--- config.mk ---
export PLATFORM = sky130hd
export DESIGN_NAME = mem_rd_stream_port
export DESIGN_NICKNAME = d
export VERILOG_FILES = /design/src/rtl/mem_rd_stream_port.sv
export SDC_FILE = /design/constraint.sdc
export NUM_CORES = 1
export LEC_CHECK = 0
export CORE_MARGIN = 8
export CORE_UTILIZATION = 48
export DETAILED_ROUTE_END_ITERATION = 12
export PLACE_DENSITY = 0.78
export SKIP_CTS_REPAIR_TIMING = 1
export SYNTH_ARGS = -nofsm -noshare
export SYNTH_HDL_FRONTEND = slang
export SYNTH_SLANG_ARGS = --single-unit
export TNS_END_PERCENT = 30
--- constraint.sdc ---
create_clock -name clock -period 3.8 [get_ports clock]
set_input_delay 1.14 -clock clock [delete_from_list [all_inputs] [get_ports clock]]
set_output_delay 1.14 -clock clock [all_outputs]
set_load 0.02 [all_outputs]
--- src/rtl/mem_rd_stream_port.sv ---
// Read-side stream client for a simple dual-port RAM: valid/ready requests,
// write-first forwarding on same-edge collisions, in-order buffered responses.
module mem_rd_stream_port #(
  parameter int ADDR_WIDTH = 4,
  parameter int DATA_WIDTH = 8,
  parameter int DEPTH      = 2
) (
  input  logic                          clock,
  input  logic                          reset,
  input  logic                          req_valid,
  output logic                          req_ready,
  input  logic [ADDR_WIDTH-1:0]         req_addr,
  output logic [ADDR_WIDTH-1:0]         ram_rdaddress,
  input  logic [DATA_WIDTH-1:0]         ram_q,
  input  logic                          wr_en,
  input  logic [ADDR_WIDTH-1:0]         wr_addr,
  input  logic [DATA_WIDTH-1:0]         wr_data,
  output logic                          rsp_valid,
  input  logic                          rsp_ready,
  output logic [DATA_WIDTH-1:0]         rsp_data,
  output logic [$clog2(DEPTH+1):0]      occupancy,
  output logic [15:0]                   bypass_count
);

  localparam int OCC_W = $clog2(DEPTH + 1) + 1;
  localparam int CNT_W = $clog2(DEPTH + 1);
  localparam int PTR_W = (DEPTH > 1) ? $clog2(DEPTH) : 1;

  logic                  inflight_q, inflight_d;
  logic                  fwd_q, fwd_d;
  logic [DATA_WIDTH-1:0] fwd_data_q, fwd_data_d;
  logic [CNT_W-1:0]      count_q, count_d;
  logic [PTR_W-1:0]      rd_ptr_q, rd_ptr_d;
  logic [PTR_W-1:0]      wr_ptr_q, wr_ptr_d;
  logic [15:0]           bypass_q, bypass_d;
  logic [DATA_WIDTH-1:0] buf_q [DEPTH];

  logic                  accept_s;
  logic                  pop_s;
  logic                  push_s;
  logic                  hit_s;
  logic [OCC_W-1:0]      occ_s;
  logic [DATA_WIDTH-1:0] push_data_s;

  assign ram_rdaddress = req_addr;
  assign rsp_valid     = (count_q != {CNT_W{1'b0}});
  assign rsp_data      = buf_q[rd_ptr_q];
  assign occ_s         = OCC_W'(count_q) + OCC_W'(inflight_q);
  assign occupancy     = occ_s;
  assign bypass_count  = bypass_q;

  assign pop_s       = rsp_valid && rsp_ready;
  assign push_s      = inflight_q;
  assign push_data_s = fwd_q ? fwd_data_q : ram_q;
  // Room check counts the response still in the RAM pipeline and credits a same-cycle pop.
  assign req_ready   = !reset && ((occ_s - OCC_W'(pop_s)) < OCC_W'(DEPTH));
  assign accept_s    = req_valid && req_ready;
  assign hit_s       = wr_en && (wr_addr == req_addr);

  always_comb begin
    inflight_d = accept_s;
    fwd_d      = accept_s && hit_s;
    fwd_data_d = fwd_data_q;
    if (accept_s && hit_s) begin
      fwd_data_d = wr_data;
    end else begin
      fwd_data_d = fwd_data_q;
    end

    count_d = count_q + CNT_W'(push_s) - CNT_W'(pop_s);

    rd_ptr_d = rd_ptr_q;
    if (pop_s) begin
      rd_ptr_d = (rd_ptr_q == PTR_W'(DEPTH - 1)) ? {PTR_W{1'b0}} : rd_ptr_q + PTR_W'(1);
    end else begin
      rd_ptr_d = rd_ptr_q;
    end

    wr_ptr_d = wr_ptr_q;
    if (push_s) begin
      wr_ptr_d = (wr_ptr_q == PTR_W'(DEPTH - 1)) ? {PTR_W{1'b0}} : wr_ptr_q + PTR_W'(1);
    end else begin
      wr_ptr_d = wr_ptr_q;
    end

    bypass_d = bypass_q;
    if (accept_s && hit_s && (bypass_q != 16'hFFFF)) begin
      bypass_d = bypass_q + 16'd1;
    end else begin
      bypass_d = bypass_q;
    end
  end

  always_ff @(posedge clock or posedge reset) begin
    if (reset) begin
      inflight_q <= 1'b0;
      fwd_q      <= 1'b0;
      fwd_data_q <= {DATA_WIDTH{1'b0}};
      count_q    <= {CNT_W{1'b0}};
      rd_ptr_q   <= {PTR_W{1'b0}};
      wr_ptr_q   <= {PTR_W{1'b0}};
      bypass_q   <= 16'h0000;
      for (int i = 0; i < DEPTH; i++) begin
        buf_q[i] <= {DATA_WIDTH{1'b0}};
      end
    end else begin
      inflight_q <= inflight_d;
      fwd_q      <= fwd_d;
      fwd_data_q <= fwd_data_d;
      count_q    <= count_d;
      rd_ptr_q   <= rd_ptr_d;
      wr_ptr_q   <= wr_ptr_d;
      bypass_q   <= bypass_d;
      if (push_s) begin
        buf_q[wr_ptr_q] <= push_data_s;
      end
    end
  end

endmodule

==> results of run 1 <==
[per-layer routing]
layer,share of wire [%],wire [um]
met1,44,2100
met2,51,2400
met3,4.4,211
met4,0.80,38
met5,0,0
[cell usage in the layout, fill, tap and decap left out, drive strengths merged]
cell,n
and3b,1
nand4,7
mux2,17
o21ai,8
nand2,13
xnor2,21
dlymetal6s2s,1
and4,4
or2,1
inv,6
a21oi,8
buf,7
nand4b,1
and2,4
nor4b,1
clkbuf,7
nand2b,2
mux2i,8
clkdlybuf4s50,60
nor2,10
dfrtp,46
nor3,1
ha,6
nand3,7
and3,5
xor2,3
[through the flow]
stage	power, W	setup WS, ps	hold WS [ps]
after floorplan	0.00119	89.8	444
after global placement	0.00150	-216	457
after detailed placement	0.00153	-256	469
after CTS	0.00180	-269	486
after global routing	0.00190	34.3	502
final	0.00178	141	481
[synthesized netlist by cell type (2+ instances only)]
library cell	n	area share [%]
nand2b_1	2	0.56
and2_1	4	1.1
inv_1	6	1.0
xnor2_2	2	1.5
nor2_1	10	1.7
mux2_2	17	8.5
and4_1	4	1.6
nand4_2	2	1.1
dfrtp_1	46	51
buf_4	5	1.7
xnor2_1	19	7.4
ha_1	6	3.3
clkbuf_1	5	0.84
nand3_1	7	1.6
and3_1	5	1.4
xor2_1	3	1.2
nand2_1	13	2.2
o21ai_0	8	1.8
a21oi_1	8	1.8
nand4_1	4	1.1
mux2i_1	8	3.6
[power by group]
| group | internal, W | leakage (nW) | switching (W) |
|---|---|---|---|
| Combinational | 0.000414 | 0.715 | 0.000357 |
| Sequential | 0.000629 | 0.587 | 0.0000998 |
| Clock | 0.000127 | 0.0383 | 0.000150 |
[cells by family after synthesis]
kind of cell | count (synthesis) | synth area share (%)
adder cells (fa/ha/maj) | 6 | 3.35
multiplexers | 25 | 12.1
buffers and inverters | 17 | 4.02
flip-flops | 46 | 51.3
XOR/XNOR | 24 | 10.0
AND/OR/NAND/NOR | 57 | 15.6
AO/OA/AOI/OAI | 16 | 3.57
[worst max-delay path, cell delays in order]
cell and delay [ps]:
clkdlybuf4s50_1 460, nand2_1 70, nor2_1 100, ha_1 200, xnor2_2 130, and3_1 190, dlymetal6s2s_1 230
[worst max path at each step]
| stage | start | endpoint | slack (ps) | depth (start not counted) |
|---|---|---|---|---|
| 2_1_floorplan | reset | req_ready | 90 | 2 |
| 5_1_grt | rsp_ready | req_ready | 30 | 7 |
| 6_report | rsp_ready | req_ready | 140 | 7 |
| 4_1_cts | rsp_ready | req_ready | -270 | 7 |
| 3_3_place_gp | rsp_ready | req_ready | -220 | 7 |
| 3_5_place_dp | rsp_ready | req_ready | -260 | 7 |
[flip-flops by register name (all words and copies together) (netlist names)]
signal and count:
count_q 2, fwd_q 1, bypass_count 16, buf_q 16
fwd_data_q 8, wr_ptr_q 1, rd_ptr_q 1, inflight_q 1
[layout make-up]
| cell class | count | area, um2 |
|---|---|---|
| fill | 373 | 1610 |
| sequential | 46 | 1150 |
| multi-input combinational | 128 | 1010 |
| timing repair buffer | 68 | 666 |
| clock buffer | 7 | 76.3 |
| tap | 54 | 67.6 |
| inverter | 6 | 22.5 |
==> results by group, run 1 <==
Yosys
  • Synth Instances: 191
  • Yosys cell types: 28
  • Yosys warning total: 0
  • FFs w/ async S/R, synth: 100%
  • Mapped Avg Cell Area: around 12 um2
  • Seq/Total Area, Yosys: 51.3%
  • Synthesized cell area: between 2000 and 2500 um2
  • Post-synth EDFFs: 0
  • Syn_nets: 226
  • Flops & latches, synth: between 40 and 50
  • Dominant synthesized flop cell: dfrtp_1

Setup path
  • Reg2Reg Setup Slack: approximately 1100 ps
  • Reg2reg start: inflight_q
  • R2r worst-path depth: 10
  • Crit start category: primary input
  • Worst Path Arrival: 2520 ps
  • Critical path endpoint category: primary output
  • Crit path kind: primary input to primary output
  • CP max FO: 2
  • Worst EP required: about 2700 ps
  • Worst R2R End: bypass_count[1]

Global routing
  • GRT busiest layer: met2
  • Largest net degree at the start of global routing: between 40 and 50
  • Remaining global-route overflow: 0
  • Grt met1 use: between 15 and 20%
  • Number of global-route vias before repair: 1776
  • Met2 Track Usage GR: 23.5%
  • Total track usage: between 10% and 20%
  • Initial antenna violation count: 0
  • First-pass GRT wire length: 8230 um
  • GR met3 Demand/Resource: roughly 4.4%

Route
  • Vias per cell: around 5
  • Post-route ant nets: 0
  • 1st-pass router iterations: 4
  • Routed Wire Length: between 4000 and 5000 um
  • WL/cell: around 15 um
  • Vias post-DR: 1577
  • DRC: 0
  • Initial DRC count: ~110

STA
  • Worst slew pin tran: 589 ps
  • Hold Vio Cnt, Final: 0
  • Final Max Slew Viols: 0
  • FMAX: ~0.27 GHz
  • Setup repair after global routing missed its margin: false
  • Period utilization: between 90 and 100%
  • Clock skew: roughly 3.5 ps
  • Setup TNS: 0 ps
  • Tmin final: about 3700 ps
  • Slew headroom: approximately 60%
  • Setup violators final: 0

Place
  • Dpl cells: ~300
  • Port Buf Inserts: between 60 and 70
  • RD Place Congestion: just under 0.8
  • Placed cell area: 2910 um2
  • Half-perimeter wire length after placement: about 3600 um

Min path
  • Worst Hold Endpoint: buf_q[12]
  • Hold Crit Depth: 2
  • Min-delay worst type: register to register
  • Hold Startpoint: buf_q[12]

Power
  • Max VDD drop: 224 uV
  • Cell Pwr Density: a little under 600 nW/um2
  • P_leak: 1.34 nW

Finish
  • P&R area growth vs syn: 33.3%
  • Nets@finish: 290
  • Design area: 2990 um2
  • Final core utilization: 65.0%
  • Post-route non-filler standard cell count: between 300 and 400
  • Antenna cell count: 0
  • Layout cells sized above 1: 14.9%

Die
  • Row count: 25
  • Die X: between 80 and 90 um
  • Die Span Y: between 80 and 90 um
  • Io pins: between 60 and 70
  • Core Box Area: about 4600 um2
  • Initial core utilization: between 40% and 50%
  • DIE AREA: just over 7000 um2

Flow run
  • Max_cap viols: 0

CTS
  • CTS tree: done
  • CTS H-tree depth: 2
  • Clock transition at the registers of the reported paths: about 80 ps
  • Clk Latency, worst-skew pair: 290 ps
  • Clock Path Buffers: 2
  • Root buf cell: clkbuf_8
  • Num CTS Buffers: 5
  • Clock sink count: 46

Outcome
  • Run status: completed
Power figures use the tool's default switching activity.
==> inputs of run 2 (changes only) <==
--- a/config.mk
+++ b/config.mk
@@ -5,8 +5,9 @@
 export SDC_FILE = /design/constraint.sdc
 export NUM_CORES = 1
 export LEC_CHECK = 0
-export CORE_MARGIN = 8
-export CORE_UTILIZATION = 48
+export ABC_AREA = 1
+export CORE_MARGIN = 5
+export CORE_UTILIZATION = 50
 export DETAILED_ROUTE_END_ITERATION = 12
 export PLACE_DENSITY = 0.78
 export SKIP_CTS_REPAIR_TIMING = 1
==> run 2 against run 1 <==
Effect of this change: synthesized cell count up 80%; cell count up 53%; first-iteration DRC count rose by 0.93%.
==> results by group, run 2 <==
Die
  • Die X: around 82 um
  • DIE AREA: 6720 um2
  • Core Box Area: ~5000 um2
  • Initial core utilization: roughly half
  • Io pins: between 60 and 70
  • Die Span Y: a little over 80 um
  • Row count: 26

Yosys
  • Most frequent cell after synthesis: nand2_1
  • Flops & latches, synth: 46
  • Yosys warning total: 0
  • Syn_nets: approximately 380
  • Synth Instances: 343
  • Dominant synthesized flop cell: dfrtp_1
  • Area leader, netlist: dfrtp_1
  • Post-synth EDFFs: 0
  • Top post-synthesis cells by count: nand2_1, dfrtp_1, inv_1
  • Yosys cell types: 23
  • Synthesized cell area: ~2600 um2
  • Synth top area share: 44.4%
  • Dominant cells by area after synthesis: dfrtp_1, nand2_1, inv_1
  • Mapped Avg Cell Area: approximately 7.6 um2
  • Seq/Total Area, Yosys: roughly 44%
  • FFs w/ async S/R, synth: 100%

Place
  • RD Place Congestion: between 0.8 and 0.9
  • Dpl ws: -156 ps
  • Half-perimeter wire length after placement: about 4500 um
  • Dpl cells: about 460
  • Port Buf Inserts: 61

STA
  • Min setup slack post-route: about 230 ps
  • Hold Vio Cnt, Final: 0
  • Setup violators final: 0
  • FMAX: between 0.2 and 0.3 GHz
  • Final Max Slew Viols: 0
  • Tmin final: roughly 3600 ps
  • Hold_ws: about 480 ps
  • Period utilization: 94.0%
  • Setup repair after global routing missed its margin: false
  • Slew headroom: 37.6%
  • Worst slew pin tran: ~940 ps
  • Clock skew: slightly above 9 ps

Setup path
  • Delay-heaviest family, CP: buffers and inverters
  • Worst EP required: roughly 2700 ps
  • Worst Path Arrival: 2430 ps
  • CP max FO: 2
  • Critical Path Stages: 9
  • Critical Path Most Common Cell: nor2_1
  • Crit-path cells: clkdlybuf4s50_1 -> nand2_1 -> nor2_1 -> ha_1 -> inv_1 -> nor2_1 -> nand3_1 -> inv_2 -> dlymetal6s2s_1
  • Reg2reg start: inflight_q
  • Crit path kind: primary input to primary output
  • Worst R2R End: fwd_data_q[4]
  • Crit start category: primary input
  • CP max stage delay: approximately 400 ps
  • Critical path endpoint category: primary output
  • Slowest stage cell, crit path: clkdlybuf4s50_1
  • WP buf/inv: 4
  • R2r worst-path depth: 13
  • Crit path to: req_ready
  • Crit path from: rsp_ready
  • Reg2Reg Setup Slack: 1250 ps

Global routing
  • Number of global-route vias before repair: 2326
  • Remaining global-route overflow: 0
  • Total track usage: about 20%
  • Largest net degree at the start of global routing: 47
  • Initial antenna violation count: 0
  • First-pass GRT wire length: between 10000 and 15000 um

CTS
  • Clk Latency, worst-skew pair: 310 ps
  • CTS tree: done
  • Clock transition at the registers of the reported paths: 90 ps
  • Clock Path Buffers: 2
  • Clock sink count: between 40 and 50
  • Root buf cell: clkbuf_8
  • Num CTS Buffers: 5
  • CTS H-tree depth: 2

Power
  • Sw Share: 36.7%
  • Max VDD drop: 229 uV
  • Combinational group share of total power: between 30 and 40%
  • Int Power: between 0.001 and 0.0015 W
  • Net switching power: 0.000685 W
  • Power Total: between 0.0015 and 0.002 W
  • Clk network pwr share: between 20 and 25%
  • P_leak: between 1.5 and 2 nW
  • Cell Pwr Density: about 560 nW/um2
  • Reg power frac: approximately two fifths

Finish
  • Commonest cells after routing, fill and taps aside: nand2_1, clkdlybuf4s50_1, dfrtp_1, inv_1, nand3_1
  • Layout cells sized above 1: around 7.2%
  • Most common cell after layout, fill and taps aside: nand2_1
  • Antenna cell count: 0
  • Nets@finish: 436
  • P&R area growth vs syn: 29.0%
  • Final core utilization: about two thirds
  • Post-route non-filler standard cell count: roughly 470

Route
  • DRC: 0
  • Post-route ant nets: 0
  • Vias post-DR: around 2300
  • WL/cell: 12.7 um
  • 1st-pass router iterations: 4
  • Initial DRC count: approximately 110
  • Routed Wire Length: 6010 um
  • Vias per cell: roughly 5.0

Outcome
  • Run status: completed

Min path
  • Min-delay worst type: register to register

Flow run
  • Max_cap viols: 0
==> run 2: changes by cell type after synthesis, moves of 5 or more <==
cell	delta
a21oi_1	-8
and3_1	-5
inv_1	+31
mux2_2	-9
mux2i_1	-8
nand2_1	+128
nand3_1	+20
nor2_1	+10
o21ai_0	+9
xnor2_1	-12
==> run 2: layout make-up <==
type | count | area (um2)
Clock inverter | 3 | 43.8
Inverter | 40 | 150
Timing Repair Buffer | 63 | 628
Tap cell | 70 | 87.6
Clock buffer | 5 | 68.8
Fill cell | 464 | 1730
Multi-Input combinational cell | 245 | 1210
Sequential cell | 46 | 1150
==> run 2: cell families (layout without fill, tap and decap cells) <==
kind of cell,after synthesis,count (layout),synth area share (%)
simple gates,202,202,33.2
buf+inv,52,111,8.74
flops,46,46,44.4
compound gates,18,18,3.57
xor+xnor,11,11,3.72
mux,8,8,3.48
fa+ha+maj,6,6,2.90
==> run 2: how the worst min path moves through the flow <==
stage | start | end | cells past startpoint
final | fwd_data_q[6] | fwd_data_q[6] | 2
after global routing | fwd_data_q[6] | fwd_data_q[6] | 2
after CTS | fwd_data_q[1] | fwd_data_q[1] | 2
after detailed placement | fwd_data_q[6] | fwd_data_q[6] | 2
after global placement | fwd_data_q[1] | fwd_data_q[1] | 2
after floorplan | fwd_data_q[0] | fwd_data_q[0] | 2
==> run 2: routing by layer <==
layer / vias to the layer above / routed length, um / global-route usage [%]
li1: 1176 / - / -
met1: 1091 / 2570 / 23.7
met2: 66 / 3020 / 34.9
met3: 7 / 352 / 4.93
met5: - / 0 / 0
met4: 0 / 69 / 6.64
==> run 2: worst reg2reg max path, stage by stage (launching register included) <==
cell and delay [ps]:
dfrtp_1 460, ha_1 230, ha_1 290, inv_1 40, ha_1 260, inv_1 40
nor2_1 80, nand3_1 90, inv_2 70, nand2_1 90, nor2_4 370, inv_1 250
nand2_1 110, nand2_1 60
==> run 2: through the flow <==
step / cell area, um2 / TNS [ps]
floorplan: 2590 / 0
global placement: 3230 / -108
detailed placement: 3230 / -156
CTS: 3340 / -158
global route: 3340 / 0
finish: 3340 / 0
==> run 2: power groups by stage <==
stage	clock network [W]	registers, W	logic, W
after detailed placement	0	0.000755	0.000753
after floorplan	0	0.000715	0.000472
final	0.000380	0.000745	0.000745
after CTS	0.000383	0.000746	0.000757
after global placement	0	0.000746	0.000724
after global routing	0.000412	0.000766	0.000829
==> inputs of run 3 (changes only) <==
==> constraint.sdc (replaced) <==
create_clock -name clock -period 3.7 [get_ports clock]
set_input_delay 1.11 -clock clock [delete_from_list [all_inputs] [get_ports clock]]
set_output_delay 1.11 -clock clock [all_outputs]
set_load 0.02 [all_outputs]
==> run 3 against run 2 <==
Effect of this change: non-clock buffer count did not move; global-route usage fell by 0.74 points; critical endpoint unchanged; register-to-register slack lost 70 ps; hold slack lost 3.4 ps; core utilization down 0.67 points; wire length decreased by 2.2%; setup slack worse by 49 ps; combinational power grew 2%; critical path depth did not move.
==> results by group, run 3 (synthesis gave the netlist of run 2 again) <==
Die
  • Core Box Area: about 5100 um2
  • DIE AREA: about 6700 um2
  • Row count: 26
  • Die X: slightly above 80 um
  • Die Span Y: approximately 82 um
  • Io pins: 62
  • Initial core utilization: between 50 and 60%

Place
  • RD Place Congestion: about 0.84
  • Dpl ws: -197 ps
  • Port Buf Inserts: 61
  • Half-perimeter wire length after placement: between 4000 and 5000 um

Finish
  • Commonest cells after routing, fill and taps aside: nand2_1, clkdlybuf4s50_1, dfrtp_1, inv_1, nand3_1
  • P&R area growth vs syn: 27.7%
  • Nets@finish: ~440
  • Antenna cell count: 0
  • Layout cells sized above 1: between 6 and 7%
  • Most common cell after layout, fill and taps aside: nand2_1

Global routing
  • First-pass GRT wire length: about 10000 um
  • Largest net degree at the start of global routing: between 40 and 50
  • Total track usage: 19.2%
  • Initial antenna violation count: 0
  • Remaining global-route overflow: 0
  • Number of global-route vias before repair: 2299

Route
  • 1st-pass router iterations: 4
  • Vias per cell: slightly below 5
  • WL/cell: about 12 um
  • Post-route ant nets: 0
  • DRC: 0
  • Initial DRC count: ~110
  • Vias post-DR: about 2300
  • Routed Wire Length: between 5000 and 6000 um

Setup path
  • CP max FO: 2
  • Worst Path Arrival: 2410 ps
  • Crit start category: primary input
  • Critical path endpoint category: primary output
  • Crit path kind: primary input to primary output
  • Reg2reg start: inflight_q
  • Worst EP required: roughly 2600 ps
  • R2r worst-path depth: 13
  • Reg2Reg Setup Slack: about 1200 ps
  • Worst R2R End: fwd_data_q[0]

STA
  • Setup repair after global routing missed its margin: false
  • Hold_ws: around 470 ps
  • Final Max Slew Viols: 0
  • Period utilization: 95.2%
  • Slew headroom: 36.1%
  • FMAX: roughly 0.28 GHz
  • Hold Vio Cnt, Final: 0
  • Min setup slack post-route: ~180 ps
  • Tmin final: 3520 ps
  • Setup TNS: 0 ps
  • Setup violators final: 0
  • Worst slew pin tran: about 960 ps
  • Clock skew: ~5.3 ps

Flow run
  • Max_cap viols: 0

CTS
  • Clock sink count: between 40 and 50
  • Num CTS Buffers: 5
  • CTS tree: done
  • Clk Latency, worst-skew pair: between 200 and 300 ps
  • Clock Path Buffers: 2
  • CTS H-tree depth: 2
  • Clock transition at the registers of the reported paths: about 80 ps
  • Root buf cell: clkbuf_8

Power
  • P_leak: 1.63 nW
  • Cell Pwr Density: ~550 nW/um2
  • Max VDD drop: roughly 260 uV

Min path
  • Worst Hold Endpoint: fwd_data_q[6]
  • Hold Startpoint: fwd_data_q[6]
  • Hold Crit Depth: 2
  • Min-delay worst type: register to register

Outcome
  • Run status: completed
run 3: layer usage:
metal | part of all wire, % | GRT usage, % | vias up
li1 | - | - | 1176
met1 | 45 | 23.6 | 1081
met2 | 50 | 33.4 | 48
met3 | 3.8 | 4.06 | 8
met4 | 1.1 | 5.98 | 0
met5 | 0 | 0 | -
run 3: where the power goes:
| part | internal [W] | total (W) | switching, W | leakage [nW] |
|---|---|---|---|---|
| Sequential | 0.000657 | 0.000765 | 0.000108 | 0.600 |
| Clock | 0.000127 | 0.000288 | 0.000161 | 0.0438 |
| Combinational | 0.000357 | 0.000760 | 0.000404 | 0.988 |
run 3: final cells by class:
class / instances / area, um2
tap: 70 / 87.6
fill: 453 / 1770
sequential: 46 / 1150
multi-input combinational: 245 / 1210
clock inverter: 2 / 10.0
clock buffer: 5 / 68.8
timing repair buffer: 63 / 628
inverter: 40 / 150
run 3: critical path, stage by stage:
cell and delay (ps):
clkdlybuf4s50_1 410, nand2_1 90, nor2_1 50, ha_1 270, inv_1 40, nor2_1 80
nand3_1 90, inv_2 60, dlymetal6s2s_1 220
run 3: worst max-delay path by stage:
stage               startpoint         to  slack (ps)
floorplan            rsp_ready  req_ready         790
global placement     rsp_ready  req_ready        -150
detailed placement   rsp_ready  req_ready        -200
CTS                  rsp_ready  req_ready        -210
global route         rsp_ready  req_ready          60
finish               rsp_ready  req_ready         180
run 3: metrics by stage:
stage / utilization (%) / std cells / area [um2] / total power, W
2_1_floorplan: - / 343 / 2590 / 0.00122
3_3_place_gp: 63.6 / 464 / 3230 / 0.00151
3_5_place_dp: 63.6 / 464 / 3230 / 0.00155
4_1_cts: 65.2 / 471 / 3310 / 0.00184
5_1_grt: 65.2 / 471 / 3310 / 0.00196
6_report: 65.2 / 471 / 3310 / 0.00181
